==> src/rtl/muldiv_ctrl.sv <==
// Iterative MULT/MULTU/DIV/DIVU sequencer with HI/LO registers and core stall.
// Define MULDIV_DIV0_FLAG_EN to add the div_zero status pulse output.
module muldiv_ctrl #(
  parameter int unsigned WIDTH = 32,
  parameter int unsigned CNT_W = 6
) (
  input  logic             clk,
  input  logic             rst_n,
  input  logic             start,
  input  logic [1:0]       op,
  input  logic             aluSrc,
  input  logic [WIDTH-1:0] srcA,
  input  logic [WIDTH-1:0] writeData,
  input  logic [WIDTH-1:0] signImm,
  input  logic             mthi,
  input  logic             mtlo,
  output logic             stall,
  output logic             busy,
  output logic             done,
  output logic [WIDTH-1:0] hi,
  output logic [WIDTH-1:0] lo
`ifdef MULDIV_DIV0_FLAG_EN
  ,
  output logic             div_zero
`endif
);

  typedef enum logic [1:0] {StIdle, StIter, StFix} stateT;

  stateT              stateQ, stateD;
  logic [CNT_W-1:0]   cntQ, cntD;
  logic [2*WIDTH-1:0] accQ, accD;
  logic [WIDTH-1:0]   bQ, bD;
  logic               isDivQ, isDivD;
  logic               negResQ, negResD;
  logic               negRemQ, negRemD;
  logic               divZeroQ, divZeroD;
  logic [WIDTH-1:0]   hiQ, hiD;
  logic [WIDTH-1:0]   loQ, loD;
  logic               busyQ, doneQ;

  logic [WIDTH-1:0]   bSel, aMag, bMag;
  logic               isSigned, aNeg, bNeg;
  logic [WIDTH:0]     mulSum;
  logic [WIDTH:0]     remWide;
  logic               divBorrow;
  logic [WIDTH-1:0]   remNext;
  logic [2*WIDTH-1:0] prodFix;
  logic [WIDTH-1:0]   quotFix, remFix;

  assign bSel     = aluSrc ? signImm : writeData;
  assign isSigned = ~op[0];
  assign aNeg     = isSigned & srcA[WIDTH-1];
  assign bNeg     = isSigned & bSel[WIDTH-1];
  // 0x80000000 negates to itself, which is the correct unsigned magnitude.
  assign aMag     = aNeg ? -srcA : srcA;
  assign bMag     = bNeg ? -bSel : bSel;

  // Multiply step: carry out of the upper half lands in the accumulator MSB on shift.
  assign mulSum = accQ[0] ? ({1'b0, accQ[2*WIDTH-1:WIDTH]} + {1'b0, bQ})
                          : {1'b0, accQ[2*WIDTH-1:WIDTH]};

  // Divide step: shifted remainder is WIDTH+1 bits wide before the trial subtract.
  assign remWide   = accQ[2*WIDTH-1:WIDTH-1];
  assign divBorrow = remWide < {1'b0, bQ};
  assign remNext   = divBorrow ? remWide[WIDTH-1:0] : (remWide[WIDTH-1:0] - bQ);

  assign prodFix = negResQ ? -accQ : accQ;
  assign quotFix = negResQ ? -accQ[WIDTH-1:0] : accQ[WIDTH-1:0];
  assign remFix  = negRemQ ? -accQ[2*WIDTH-1:WIDTH] : accQ[2*WIDTH-1:WIDTH];

  always_comb begin
    stateD   = stateQ;
    cntD     = cntQ;
    accD     = accQ;
    bD       = bQ;
    isDivD   = isDivQ;
    negResD  = negResQ;
    negRemD  = negRemQ;
    divZeroD = divZeroQ;
    hiD      = hiQ;
    loD      = loQ;
    case (stateQ)
      StIdle: begin
        if (start) begin
          accD     = {{WIDTH{1'b0}}, aMag};
          bD       = bMag;
          isDivD   = op[1];
          negResD  = aNeg ^ bNeg;
          negRemD  = aNeg;
          cntD     = '0;
          divZeroD = op[1] & (bSel == '0);
          stateD   = (op[1] & (bSel == '0)) ? StFix : StIter;
        end else begin
          if (mthi) hiD = srcA;
          if (mtlo) loD = srcA;
        end
      end
      StIter: begin
        if (isDivQ) begin
          accD = {remNext, accQ[WIDTH-2:0], ~divBorrow};
        end else begin
          accD = {mulSum, accQ[WIDTH-1:1]};
        end
        cntD = cntQ + CNT_W'(1);
        if (cntQ == CNT_W'(WIDTH - 1)) stateD = StFix;
      end
      StFix: begin
        if (!divZeroQ) begin
          if (isDivQ) begin
            loD = quotFix;
            hiD = remFix;
          end else begin
            hiD = prodFix[2*WIDTH-1:WIDTH];
            loD = prodFix[WIDTH-1:0];
          end
        end
        stateD = StIdle;
      end
      default: stateD = StIdle;
    endcase
  end

  always_ff @(posedge clk) begin
    if (!rst_n) begin
      stateQ   <= StIdle;
      cntQ     <= '0;
      accQ     <= '0;
      bQ       <= '0;
      isDivQ   <= 1'b0;
      negResQ  <= 1'b0;
      negRemQ  <= 1'b0;
      divZeroQ <= 1'b0;
      hiQ      <= '0;
      loQ      <= '0;
      busyQ    <= 1'b0;
      doneQ    <= 1'b0;
    end else begin
      stateQ   <= stateD;
      cntQ     <= cntD;
      accQ     <= accD;
      bQ       <= bD;
      isDivQ   <= isDivD;
      negResQ  <= negResD;
      negRemQ  <= negRemD;
      divZeroQ <= divZeroD;
      hiQ      <= hiD;
      loQ      <= loD;
      busyQ    <= (stateD != StIdle);
      doneQ    <= (stateQ == StFix);
    end
  end

`ifdef MULDIV_DIV0_FLAG_EN
  logic divZeroPulseQ;

  always_ff @(posedge clk) begin
    if (!rst_n) begin
      divZeroPulseQ <= 1'b0;
    end else begin
      divZeroPulseQ <= (stateQ == StFix) & divZeroQ;
    end
  end

  assign div_zero = divZeroPulseQ;
`endif

  assign stall = (stateQ != StIdle) | start;
  assign busy  = busyQ;
  assign done  = doneQ;
  assign hi    = hiQ;
  assign lo    = loQ;

endmodule
==> config.mk <==
export PLATFORM = sky130hd
export DESIGN_NAME = muldiv_ctrl
export DESIGN_NICKNAME = d
export VERILOG_FILES = /design/src/rtl/muldiv_ctrl.sv
export SDC_FILE = /design/constraint.sdc
export NUM_CORES = 1
export LEC_CHECK = 0
export ABC_AREA = 0
export BUFFER_PORTS_ARGS = -buffer_cell sky130_fd_sc_hd__buf_4
export CORE_AREA = 2 2 200 143
export DETAILED_ROUTE_END_ITERATION = 8
export DIE_AREA = 0 0 202 145
export PLACE_DENSITY = 0.79
export SLEW_MARGIN = 20
export SYNTH_ARGS = -nofsm -noshare
export SYNTH_HDL_FRONTEND = slang
export SYNTH_SLANG_ARGS = --single-unit
==> constraint.sdc <==
create_clock -name clk -period 6.75 [get_ports clk]
set_input_delay 1.35 -clock clk [delete_from_list [all_inputs] [get_ports clk]]
set_output_delay 1.35 -clock clk [all_outputs]
set_load 0.03 [all_outputs]
==> results <==
- The area share of fa/ha/maj cells after synthesis is 6.05%.
- In this run, post-CTS repair resized a total of 0 instances.
- The reported net switching power is 1280 uW.
- Net switching is 37.8% of the power.
- The count of yosys warnings during synthesis is 0.
- Across the run, the number of max-cap violations was 0.
- IR analysis of the VDD net gives a maximum drop of 0.174 mV.
- The deepest clock path buffer count is 2.
- The worst setup path is launched from a register.
- Global routing used 34.2% of the available tracks across all layers.
- The min-delay analysis places its worst path in the category register to register.
- In the finished design, the share of the clock period the worst path needs comes to 64.1%.
- In this run the number of H-tree levels came out at 4.
- Sorting the synthesized cells by area gives the leading types as sky130_fd_sc_hd__dfxtp_1 23%, sky130_fd_sc_hd__o21ai_0 6.6%, sky130_fd_sc_hd__nand2_1 6.4%.
- After synthesis, the largest family of logic cells by area is compound AO/OA/AOI/OAI gates.
- The family with the most delay on the worst path is compound AO/OA/AOI/OAI gates.
- Hold repair after CTS inserted 0 buffers.
- The number of enable flip-flop cells after synthesis is 0.
- After Yosys synthesis, and, or, nand and nor cells account for 21.8% of the synthesized area.
- The data required time of the critical path is 7.06 ns.
- In this run, the combinational gates consume 32.8% of the power.
- The first-iteration detailed-routing DRC count is 1745.
- The cell occurring most often along the worst timing path is sky130_fd_sc_hd__o21ai_0.
- The minimum setup slack in the final design is 2.42 ns.
- Cells with a size suffix above 1 make up 12.7% of the layout.
- After Yosys synthesis, XOR and XNOR cells account for 9.86% of the synthesized area.
- The cell type with the largest total area after synthesis is sky130_fd_sc_hd__dfxtp_1.
- The flow ran to the end, and the final reports show no timing, DRC or antenna violations.
- After layout, the minimum clock period comes to 4.33 ns.
- The horizontal die dimension is 202 um.
- The part of the total power dissipated in the clock network is 31.4%.
- After routing, the total negative slack on setup checks comes to 0 ns.
- Counting flops with an async set or reset pin after synthesis yields a share of 0%.
- The die is 145 um tall.
- The total buffers and inverters traversed by the critical path is 2.
- The number of nets in the final layout is 2275.
- In this run the cell area of the synthesized design comes to 14900 um^2.
- Static timing analysis puts the maximum clock frequency at 0.231 GHz.
- Setup violations remaining at the end of the flow were counted as 0.
- The vias after detailed routing is 15600.
- The portion of total power attributed to sequential cells is 35.8%.
- The total grt overflow is 0.
- The area added between synthesis and finish is 13.1%.
- For this design the static power due to leakage is 0.00698 uW.
- Traced cell by cell, the critical path runs through inv_1 > ha_1 > nor2b_1 > o31a_1 > nor4_1 > o21ai_0 > a31oi_1 > a21bo_2 > buf_4 > o21ai_0 > a222oi_1 > o21ai_0.
- Counting flops and latches in the post-synthesis netlist gives 174.
- The number of global-route vias before repair is 14000.
- The first TritonRoute pass finished after 6 iterations.
- Counting every sink on the clock net gives 174.
- The number of antenna violations at the first check in global routing is 1.
- Cell internal power was estimated by the tool at 2100 uW.
- The core area is 27400 um^2.
- Summing internal, switching and leakage power gives 3370 uW.
- Buffers inserted during clock tree synthesis total 17.
- Measured against its own limit, the worst slew margin works out to 29.9%.
- In the synthesized netlist the dominant register cell turns out to be sky130_fd_sc_hd__dfxtp_1.
- The detailed placement HPWL is 38500 um.
- In the layout the commonest cells are 253 x sky130_fd_sc_hd__nand2_1, 198 x sky130_fd_sc_hd__o21ai_0, 187 x sky130_fd_sc_hd__buf_4.
- The class of the most critical setup path is register to register.
- The number of rows created at floorplan is 51.
- Setup repair after global routing left no endpoint under its margin.
- At the end of routability-driven placement, the weighted congestion stood at 0.984.
- The final wirelength is 50900 um.
- The maximum fanout along the worst path is 42.
- After detailed routing, the number of remaining DRC violations is 0.
- The initial utilization of the core area, before any placement, comes to 54.5%.
- The register clock-pin slew on the reported worst setup and hold paths is 0.08 ns.
- The first global-routing pass estimated 79600 um of wire.
- The number of buffer cells added on primary ports is 170.
- The post-place setup slack is 2.28 ns.
- Counting every instance in the synthesized netlist gives 2038.
- The clock reaches the later pin of the worst-skew pair after 0.45 ns.
- The clock root buffer is sky130_fd_sc_hd__clkbuf_16.
- The transition at the pin with the smallest max-transition slack is 1.05 ns.
- The slowest stage of the critical path is the sky130_fd_sc_hd__a21bo_2 cell.
- Of the synthesized area, sequential elements account for 23.3%.
- The endpoint arrival time on the critical path is 4.63 ns.
- Between clock sinks in the finished design, the worst skew comes to 0.0131 ns.
- The remaining antenna violation count after routing is 0.
- When the netlist entered floorplanning its net count stood at 2213.
- The number of max-slew violations in the final report is 0.
- The number of hold violations in the final report is 0.
- Buffers added to address setup during post-CTS repair amount to 0.
- Counting distinct cell types in the post-synthesis netlist gives 77.
- 0 antenna diodes ended up in the layout.
- STA classifies the critical path endpoint as a register.
- The detail-routed net length per standard cell is 20.5 um.
- The clock tree from TritonCTS is yes.
- Dividing the synthesized area by the synthesized cell count gives 7.33 um^2.
- The power density normalized to cell area is 200 nW/um^2.
- The largest net degree at the start of global routing is 77.
- The I/O pin count is 171.
- The delay contributed by the slowest stage of the critical path is 0.77 ns.
- In this run the biggest area consumer among cell types represents 23.3% of the synthesized area.
- The portion of netlist area occupied by mux cells is 5.03%.
- After detailed routing, the number of vias per cell comes to 6.28.
- The die covers 29300 um^2.
- The most common library cell in the layout ignoring fill and taps is sky130_fd_sc_hd__nand2_1.
- The synthesized netlist devotes 28.8% of its cell area to compound gates.
through the flow:
stage | cells | hold WS [ns] | utilization [%] | area [um^2]
5_1_grt | 2484 | 0.477 | 61.7 | 16900
2_1_floorplan | 2038 | 0.444 | - | 14900
4_1_cts | 2484 | 0.457 | 61.7 | 16900
3_3_place_gp | 2452 | 0.445 | 59.4 | 16300
3_5_place_dp | 2452 | 0.448 | 59.4 | 16300
6_report | 2484 | 0.455 | 61.7 | 16900
metal layers:
| metal | wire, um | GRT usage (%) | vias to the layer above |
|---|---|---|---|
| met5 | 0 | 0 | - |
| met2 | 19700 | 45.6 | 813 |
| met1 | 23800 | 52.3 | 7294 |
| met4 | 886 | 7.90 | 0 |
| met3 | 6550 | 10.6 | 66 |
| li1 | - | - | 7421 |
registers in the layout, summed over array words and instances, names as in the netlist:
signal,cells
done,1
divZeroQ,1
busy,1
hi,32
bQ,32
cntQ,6
negResQ,1
accQ,64
stateQ,2
isDivQ,1
negRemQ,1
lo,32
path summary, 6_finish.rpt:
path	slack, ns	from	end	depth (start not counted)
setup / recovery	2.42	bQ[1]	accQ[45]	12
hold / removal	0.45	hi[30]	hi[30]	2
setup reg to reg	2.42	bQ[1]	accQ[45]	12
hold reg to reg	0.45	hi[30]	hi[30]	2
worst min-delay path, stage by stage, from the launching register on:
cell and delay (ns):
sky130_fd_sc_hd__dfxtp_1 0.32, sky130_fd_sc_hd__nand2_1 0.05, sky130_fd_sc_hd__o21ai_1 0.05
cell type report:
type,count,area (um^2)
multi-input cells,1660,10700
clock inverters,14,176
clock buffers,18,439
fillers,2449,10500
flip-flops and latches,174,3490
well taps,371,464
inverters,60,225
repair buffers,187,1400
cell usage after synthesis, types with 28 or more instances:
| library cell | instances |
|---|---|
| sky130_fd_sc_hd__a21oi_1 | 161 |
| sky130_fd_sc_hd__a211oi_1 | 40 |
| sky130_fd_sc_hd__and2_1 | 40 |
| sky130_fd_sc_hd__inv_1 | 60 |
| sky130_fd_sc_hd__nand2_1 | 254 |
| sky130_fd_sc_hd__a21o_1 | 34 |
| sky130_fd_sc_hd__mux2i_1 | 66 |
| sky130_fd_sc_hd__a21boi_0 | 30 |
| sky130_fd_sc_hd__xnor2_1 | 94 |
| sky130_fd_sc_hd__xor2_1 | 74 |
| sky130_fd_sc_hd__nand3_1 | 28 |
| sky130_fd_sc_hd__clkbuf_1 | 119 |
| sky130_fd_sc_hd__o21ai_0 | 198 |
| sky130_fd_sc_hd__nor2_1 | 144 |
| sky130_fd_sc_hd__nor3_1 | 46 |
| sky130_fd_sc_hd__ha_1 | 69 |
| sky130_fd_sc_hd__nor2b_1 | 49 |
| sky130_fd_sc_hd__o211ai_1 | 44 |
| sky130_fd_sc_hd__o31ai_1 | 38 |
| sky130_fd_sc_hd__dfxtp_1 | 174 |
power groups by stage:
stage          Combinational (uW)  Sequential [uW]  Clock, uW
6_report                     1110             1210       1060
5_1_grt                      1210             1210       1110
4_1_cts                      1080             1200       1060
3_5_place_dp                 1070             1220          0
3_3_place_gp                 1060             1220          0
2_1_floorplan                 752             1200          0
kinds of logic (layout without fill, tap and decap cells):
group / count (synthesis) / count (layout)
buf+inv: 204 / 279
mux: 74 / 74
fa+ha+maj: 71 / 71
compound gates: 673 / 673
xor+xnor: 168 / 168
simple gates: 674 / 674
flops: 174 / 174
Power figures use the tool's default switching activity.
